--- config.mk ---
export PLATFORM = sky130hd
export DESIGN_NAME = etcpu_dmem_ctrl
export DESIGN_NICKNAME = d
export VERILOG_FILES = /design/src/rtl/etcpu_dmem_ctrl.sv
export SDC_FILE = /design/constraint.sdc
export NUM_CORES = 1
export LEC_CHECK = 0
export ABC_AREA = 1
export CORE_MARGIN = 4
export CORE_UTILIZATION = 37
export DETAILED_ROUTE_END_ITERATION = 12
export PLACE_DENSITY_LB_ADDON = 0.1
export RECOVER_POWER = 25
export SLEW_MARGIN = 20
export SYNTH_ARGS = -nofsm -noshare
export SYNTH_HDL_FRONTEND = slang
export SYNTH_SLANG_ARGS = --single-unit
export TNS_END_PERCENT = 100
--- constraint.sdc ---
create_clock -name clk -period 1.35 [get_ports clk]
set_input_delay 0.27 -clock clk [delete_from_list [all_inputs] [get_ports clk]]
set_output_delay 0.27 -clock clk [all_outputs]
set_load 0.03 [all_outputs]
--- src/rtl/etcpu_dmem_ctrl.sv ---
// -----------------------------------------------------------------------------
// etcpu_dmem_ctrl
//
// Data-memory controller sitting on the core's main-memory port. It turns the
// core's single-cycle load/store request into a registered req/ack
// transaction toward a variable-latency memory or bus. While the transaction
// is in flight the core is stalled. Misaligned word accesses and bus timeouts
// are reported through sticky error bits.
//
// Handshake (bus side): bus_req_o rises on the edge after the core request is
// accepted and stays high, with bus_we_o/bus_addr_o/bus_wdat_o frozen, until
// the first edge at which bus_ack_i=1 (or the timeout aborts). bus_ack_i is
// only looked at while bus_req_o=1; bus_rdat_i is sampled on that same edge.
// Core side: the core holds cpu_cs_i and its operands while cpu_stall_o=1 and
// retires the request in the first cycle where cpu_stall_o=0.
//
// Ports
//   clk, rst_n        clock, synchronous active-low reset
//   cpu_cs_i          core access request
//   cpu_wen_i         1 = store, 0 = load
//   cpu_addr_i        byte address (word accesses only)
//   cpu_wdat_i        store data
//   cpu_rdat_o        load data, valid in the DONE cycle
//   cpu_stall_o       core must hold pipeline and request while high
//   bus_req_o         bus request (registered)
//   bus_we_o          bus write enable (registered)
//   bus_addr_o        bus byte address (registered)
//   bus_wdat_o        bus write data (registered)
//   bus_ack_i         bus completion, meaningful only while bus_req_o=1
//   bus_rdat_i        bus read data
//   err_clr_i         clears both sticky error bits
//   err_misalign_o    sticky: access with cpu_addr_i[1:0] != 0
//   err_timeout_o     sticky: bus did not answer within TIMEOUT cycles
//   state_o           current FSM state (debug)
// -----------------------------------------------------------------------------
module etcpu_dmem_ctrl #(
    parameter int unsigned ADDR_W   = 16,
    parameter int unsigned TIMEOUT  = 64,
    parameter logic [31:0] ERR_DATA = 32'hDEAD_BEEF
) (
    input  logic              clk,
    input  logic              rst_n,
    input  logic              cpu_cs_i,
    input  logic              cpu_wen_i,
    input  logic [31:0]       cpu_addr_i,
    input  logic [31:0]       cpu_wdat_i,
    output logic [31:0]       cpu_rdat_o,
    output logic              cpu_stall_o,
    output logic              bus_req_o,
    output logic              bus_we_o,
    output logic [ADDR_W-1:0] bus_addr_o,
    output logic [31:0]       bus_wdat_o,
    input  logic              bus_ack_i,
    input  logic [31:0]       bus_rdat_i,
    input  logic              err_clr_i,
    output logic              err_misalign_o,
    output logic              err_timeout_o,
    output logic [1:0]        state_o
);

    typedef enum logic [1:0] {
        IDLE = 2'd0,
        REQ  = 2'd1,
        DONE = 2'd2
    } state_t;

    localparam int unsigned    CNT_W    = $clog2(TIMEOUT + 1);
    // Value the wait counter holds during the last REQ cycle that is allowed.
    localparam logic [CNT_W-1:0] CNT_LAST = CNT_W'(TIMEOUT - 1);
    localparam logic [CNT_W-1:0] CNT_MAX  = {CNT_W{1'b1}};

    state_t              state_q, state_d;
    logic                bus_req_q, bus_req_d;
    logic                bus_we_q, bus_we_d;
    logic [ADDR_W-1:0]   bus_addr_q, bus_addr_d;
    logic [31:0]         bus_wdat_q, bus_wdat_d;
    logic [31:0]         rdat_q, rdat_d;
    logic [CNT_W-1:0]    cnt_q, cnt_d;
    logic                err_mis_q, err_mis_d;
    logic                err_to_q, err_to_d;
    logic                mis_set, to_set, stall;
    logic                aligned;

    assign aligned = (cpu_addr_i[1:0] == 2'b00);

    // Upper address bits are outside the bus window and intentionally dropped.
    generate
        if (ADDR_W < 32) begin : g_addr_unused
            logic unused_addr_hi;
            assign unused_addr_hi = ^cpu_addr_i[31:ADDR_W];
        end
    endgenerate

    always_ff @(posedge clk) begin
        if (!rst_n) begin
            state_q    <= IDLE;
            bus_req_q  <= 1'b0;
            bus_we_q   <= 1'b0;
            bus_addr_q <= '0;
            bus_wdat_q <= '0;
            rdat_q     <= '0;
            cnt_q      <= '0;
            err_mis_q  <= 1'b0;
            err_to_q   <= 1'b0;
        end else begin
            state_q    <= state_d;
            bus_req_q  <= bus_req_d;
            bus_we_q   <= bus_we_d;
            bus_addr_q <= bus_addr_d;
            bus_wdat_q <= bus_wdat_d;
            rdat_q     <= rdat_d;
            cnt_q      <= cnt_d;
            err_mis_q  <= err_mis_d;
            err_to_q   <= err_to_d;
        end
    end

    always_comb begin
        state_d    = state_q;
        bus_req_d  = bus_req_q;
        bus_we_d   = bus_we_q;
        bus_addr_d = bus_addr_q;
        bus_wdat_d = bus_wdat_q;
        rdat_d     = rdat_q;
        cnt_d      = cnt_q;
        mis_set    = 1'b0;
        to_set     = 1'b0;
        stall      = 1'b0;

        case (state_q)
            IDLE: begin
                if (cpu_cs_i) begin
                    if (aligned) begin
                        stall      = 1'b1;
                        state_d    = REQ;
                        bus_req_d  = 1'b1;
                        bus_we_d   = cpu_wen_i;
                        bus_addr_d = cpu_addr_i[ADDR_W-1:0];
                        bus_wdat_d = cpu_wdat_i;
                        cnt_d      = '0;
                    end else begin
                        // Misaligned: answered immediately with zero data,
                        // a store is simply dropped.
                        rdat_d  = '0;
                        mis_set = 1'b1;
                    end
                end
            end

            REQ: begin
                stall = 1'b1;
                // An ack on the expiry edge is checked first so it wins.
                if (bus_ack_i) begin
                    bus_req_d = 1'b0;
                    state_d   = DONE;
                    if (!bus_we_q) begin
                        rdat_d = bus_rdat_i;
                    end
                end else if (cnt_q == CNT_LAST) begin
                    bus_req_d = 1'b0;
                    state_d   = DONE;
                    to_set    = 1'b1;
                    if (!bus_we_q) begin
                        rdat_d = ERR_DATA;
                    end
                end else if (cnt_q != CNT_MAX) begin
                    cnt_d = cnt_q + 1'b1;
                end
            end

            DONE: begin
                // cpu_cs_i here still belongs to the request just served.
                state_d = IDLE;
            end

            default: begin
                state_d   = IDLE;
                bus_req_d = 1'b0;
            end
        endcase

        // Set beats clear so an event coinciding with err_clr is not lost.
        err_mis_d = mis_set | (err_mis_q & ~err_clr_i);
        err_to_d  = to_set  | (err_to_q  & ~err_clr_i);
    end

    assign cpu_stall_o    = stall;
    assign cpu_rdat_o     = rdat_q;
    assign bus_req_o      = bus_req_q;
    assign bus_we_o       = bus_we_q;
    assign bus_addr_o     = bus_addr_q;
    assign bus_wdat_o     = bus_wdat_q;
    assign err_misalign_o = err_mis_q;
    assign err_timeout_o  = err_to_q;
    assign state_o        = state_q;

endmodule

Word-level counts from Yosys, hierarchy flattened:

Cells that the tools add are included.

* bits in registers: 93
* bits in latches: 0
* RAM bits: 0
* ROM bits: 0
* input bits: 102
* word-level logic and storage cells: 68
* memories kept: 0

* $add $sub $neg: 1
* multipliers: 0
* div/mod/pow operators: 0
* order comparisons: 0
* equal/unequal tests: 12
* shifts and indexed selects: 0
* mux-type cells: 32
* bitwise gates (word level): 6
* reductions and logical operators: 8

Operators with widths (number)
* $mux W32: 6
* $pmux W32 S2: 1
* $mux W7: 5
* $ne A2 B2 Y1 const B: 7
* $pmux W7 S2: 1
* $mux W1: 12
* $mux W2: 4
* $add A7 B1 Y7 const B: 1
* $eq A7 B6 Y1 const B: 1
* $ne A7 B7 Y1 const B: 1
* $reduce_and A3 Y1: 2
* $reduce_and A6 Y1: 1
* $reduce_and A5 Y1: 1
* $logic_not A2 Y1: 2
* $pmux W2 S2: 1
* $reduce_and A4 Y1: 1
* $ne A3 B3 Y1 const B: 1
* $pmux W1 S3: 1
* $and A1 B1 Y1: 2
* $eq A2 B1 Y1 const B: 1
* $eq A2 B2 Y1 const B: 1
* $not A1 Y1: 2
* $or A1 B1 Y1: 2
* $pmux W1 S2: 1
* $reduce_bool A2 Y1: 1

Depth between registers and ports, before layout:

* depth in word-level cells: 5
* gate-level depth with buffers: 10

Least setup slack after synthesis:

Ideal clock, no wire load.

* kind: reg2out
* start point: reg state_q[1] (netlist: state_o[1])
* end point: out cpu_stall_o
* arrival time: 1.512 ns
* path slack: -0.432 ns
* cell stages (with the launch flop): 6
* cell sequence: dfxtp_1 > nor2_2 > nand3_2 > clkbuf_1 > buf_2 > nand2_1

* cells in the longest elaborated chain, start to end: 2
* elaborated cells between the ends (all ways): 3
* those cells by class: eq/ne (1); mux (1); reduce/logical (1)

Ends and longest elaborated chain
* start: declaration: RTL line 72 `state_t state_q, state_d;`
* start signal: assignment: RTL line 106 `state_q <= state_d;`
* $eq A2 B1 Y1 or $logic_not A2 Y1 (tied branches): RTL line 130 `case (state_q)`
* $pmux W1 S2 *: RTL line 130
* end: declaration: RTL line 48 `output logic cpu_stall_o,`

Every way passes the cells marked *; elsewhere a longest branch is shown, timed or not.

Final worst setup path:

* start point: reg cnt_q[1]
* end point: reg rdat_q[21] (netlist: cpu_rdat_o[21])

* cells in the longest elaborated chain, start to end: 3

Ends and longest elaborated chain
* start: declaration: RTL line 78 `logic [CNT_W-1:0] cnt_q, cnt_d;`
* start signal: assignment: RTL line 112 `cnt_q <= cnt_d;`
* $eq A7 B6 Y1: RTL line 159 `end else if (cnt_q == CNT_LAST) begin`
* $ne A3 B3 Y1 (no line)
* $reduce_and A5 Y1 (no line)
* end signal: assignment: RTL line 111 `rdat_q <= rdat_d;`
* end: declaration: RTL line 77 `logic [31:0] rdat_q, rdat_d;`

Every way passes these cells.
A chain may end at the register's enable or synchronous reset.

==> results.json <==
{
  "hold_ws_ps": 302,
  "crit_top_cell": "nor2_4",
  "holdCritStartpoint": "rst_n",
  "overflow": 0,
  "yosysTopAreaCell": "dfxtp_1",
  "portBuffers": 172,
  "fin_util": 0.682,
  "vdd_ir_drop_max_mv": 0.637,
  "worst-slew-pin-transition_ps": 352,
  "synth_most_common_cell": "nor2_1",
  "clk_pin_slew_ps": 80,
  "postRouteAntennaNets": 0,
  "area_growth_pct": 79.5,
  "yosys.area.top_type_share": 0.474,
  "wl_per_cell_um": 13.7,
  "crit_required_ps": 1650,
  "start_util": 0.380,
  "critPathKind": "reg2reg",
  "routed_wl_um": 12600,
  "grt_pass1_vias": 4144,
  "core-area_um2": 10300,
  "die_h_um": 111,
  "grt_max_degree": 45,
  "grt_pass1_wl_um": 20100,
  "ys_async_sr_fraction": 0,
  "place_hpwl_um": 8450,
  "violations": "setup timing",
  "syn_avg_cell_area_um2": 6.92,
  "period_needed_ps": 1570,
  "finalNetCount": 882,
  "clock-sinks": 93,
  "finalHoldViolations": 0,
  "timing.rr.end": "cpu_rdat_o[21]",
  "cp_max_fo": 18,
  "die-area_um2": 12300,
  "slowest_stage": "dfxtp_2",
  "path_delay_family": "simple AND/OR/NAND/NOR gates",
  "drc": 0,
  "worst_hold_path_type": "in2reg",
  "ys.flop_type": "dfxtp_1",
  "synth_edf_count": 0,
  "cp-end-kind": "flip-flop",
  "syn_area_um2": 3920,
  "antennaDiodeCount": 0,
  "ctsHoldBuffers": 0,
  "rsz0062_at_grt": "true",
  "min_period_over_period": 1.16,
  "cp.arrival_ps": 1870,
  "synth_area_leaders": "dfxtp_1, nor2_1, nand2_1, a21oi_1, inv_1",
  "drt_iter0_drc": 253,
  "syn_nets": 670,
  "r2r_setup_slack_ps": -220,
  "rows": 37,
  "drv_slew": 0,
  "vias": 4251,
  "finalPower_mw": 6.63,
  "gp_congestion": 0.770,
  "synth_seq_cells": 93,
  "setup_viol": 40,
  "io_pins": 189,
  "reg2reg_from": "cnt_q[1]",
  "fin_ws_ps": -217,
  "drv_cap": 0,
  "reg2reg_depth": 10,
  "grt_util_all_layers": 0.198,
  "crit_chain": "ha_4 > nand3_4 > nor2_4 > nor2_4 > nor2_4 > nand2_4 > buf_12 > nand2_1 > nand2_1 > nor2_1",
  "seq_area_frac_synth": 0.474,
  "first_pass_iters": 4,
  "avgViaCountPerCell": 4.62,
  "cts_tree": "built",
  "fin_skew_ps": 9.21,
  "antenna_found_initial": 0,
  "ys_top_cells_by_count": "nor2_1, dfxtp_1, nand2_1",
  "power_leakage_nw": 2.94,
  "status": "finished with violations",
  "ys_types": 25,
  "clockBufferDepth": 2,
  "slowest_delay_ps": 360,
  "synthCells": 567,
  "yosys_warnings": 0,
  "cp-start-kind": "flip-flop",
  "chipWidth_um": 111,
  "hold_depth": 4,
  "cts_buffers": 9,
  "fmax_mhz": 638,
  "path_buf_inv": 1,
  "layout-drive-gt1-share": 0.300,
  "clkLatencyLatePin_ps": 370,
  "whs_endpoint": "cnt_q[0]",
  "relSlewSlack": 0.765,
  "power_density_nw_per_um2": 942,
  "root_buffer": "clkbuf_8",
  "htree_levels": 3
}
how the worst max path moves through the flow:
stage | from | end | cells after the start
2_1_floorplan | state_o[0] | cpu_stall_o | 5
3_3_place_gp | cpu_addr_i[0] | cpu_rdat_o[8] | 10
3_5_place_dp | cpu_addr_i[0] | cpu_rdat_o[16] | 10
4_1_cts | state_o[1] | cpu_stall_o | 5
5_1_grt | cnt_q[1] | cpu_rdat_o[19] | 10
6_report | cnt_q[1] | cpu_rdat_o[21] | 10
cells in the final DEF, fill, tap and decap left out, types with 4 or more instances in the layout:
cell | Yosys | layout
nor2_1 | 106 | 101
dfxtp_1 | 93 | 89
inv_1 | 86 | 84
clkdlybuf4s50_1 | 0 | 82
clkdlybuf4s15_2 | 0 | 65
nand2_1 | 87 | 62
a21oi_1 | 65 | 52
buf_4 | 1 | 37
o21ai_0 | 56 | 35
buf_12 | 0 | 22
nand2_2 | 1 | 20
o21ai_1 | 0 | 20
nand3_1 | 23 | 15
buf_6 | 2 | 15
a21oi_2 | 0 | 13
clkbuf_8 | 0 | 9
nor2_4 | 2 | 7
nand2_4 | 1 | 7
nand3_2 | 2 | 7
buf_2 | 5 | 5
inv_4 | 0 | 4
worst register-to-register path, cell delays in order, from the launching register on:
cell,delay (ps)
dfxtp_2,360
ha_4,150
nand3_4,90
nor2_4,180
nor2_4,60
nor2_4,160
nand2_4,120
buf_12,180
nand2_1,60
nand2_1,50
nor2_1,100
per-layer routing:
layer / global-route usage / part of all wire / up-vias
met1: 0.225 / 0.40 / 1882
li1: - / - / 2176
met5: 0 / 0 / -
met3: 0.0901 / 0.10 / 20
met2: 0.325 / 0.47 / 173
met4: 0.0755 / 0.022 / 0
cells by family (layout without fill, tap and decap cells):
kind of cell               count (synthesis)  count (layout)  synth area share
buffers and inverters                    121             338             0.122
AOI/OAI and AO/OA                        123             123             0.158
xor gates and xnor gates                   2               2           0.00447
adders and majority gates                  1               1           0.00319
and+or+nand+nor                          227             227             0.237
DFF                                       93              93             0.474
per-stage QoR:
stage / TNS (ps) / cell area, um^2 / instances / setup WS, ps
3_3_place_gp: -38410 / 6250 / 886 / -507
2_1_floorplan: -674 / 4020 / 567 / -22.5
5_1_grt: -9730 / 7040 / 920 / -293
6_report: -6620 / 7040 / 920 / -217
3_5_place_dp: -39850 / 6250 / 886 / -546
4_1_cts: -5160 / 6830 / 917 / -192
registers in the layout, summed over array words and instances, names as in the netlist:
register,cells
err_timeout_o,1
bus_addr_o,16
cnt_q,7
err_misalign_o,1
bus_req_o,1
state_o,2
bus_we_o,1
bus_wdat_o,32
cpu_rdat_o,32
layout make-up:
| class | count | area [um^2] |
|---|---|---|
| clock buffers | 12 | 156 |
| fillers | 879 | 3280 |
| well taps | 136 | 170 |
| flip-flops and latches | 93 | 1870 |
| clock inverters | 4 | 45.0 |
| repair buffers | 233 | 2610 |
| inverters | 89 | 344 |
| multi-input cells | 353 | 1850 |
what timing repair did:
action / CTS / global route
resized for setup: 248 / 79
hold endpoints to repair: 0 / 0
endpoints found under the setup margin: 151 / 88
pin swaps: 14 / 14
cloned: 3 / 2
setup buffers: 12 / 4
where the power goes:
part / switching, mW / leakage (nW) / internal, mW
sequential: 0.106 / 0.764 / 2.90
clock: 0.980 / 0.105 / 0.962
combinational: 0.870 / 2.08 / 0.815
(Power assumes the default switching activity.)
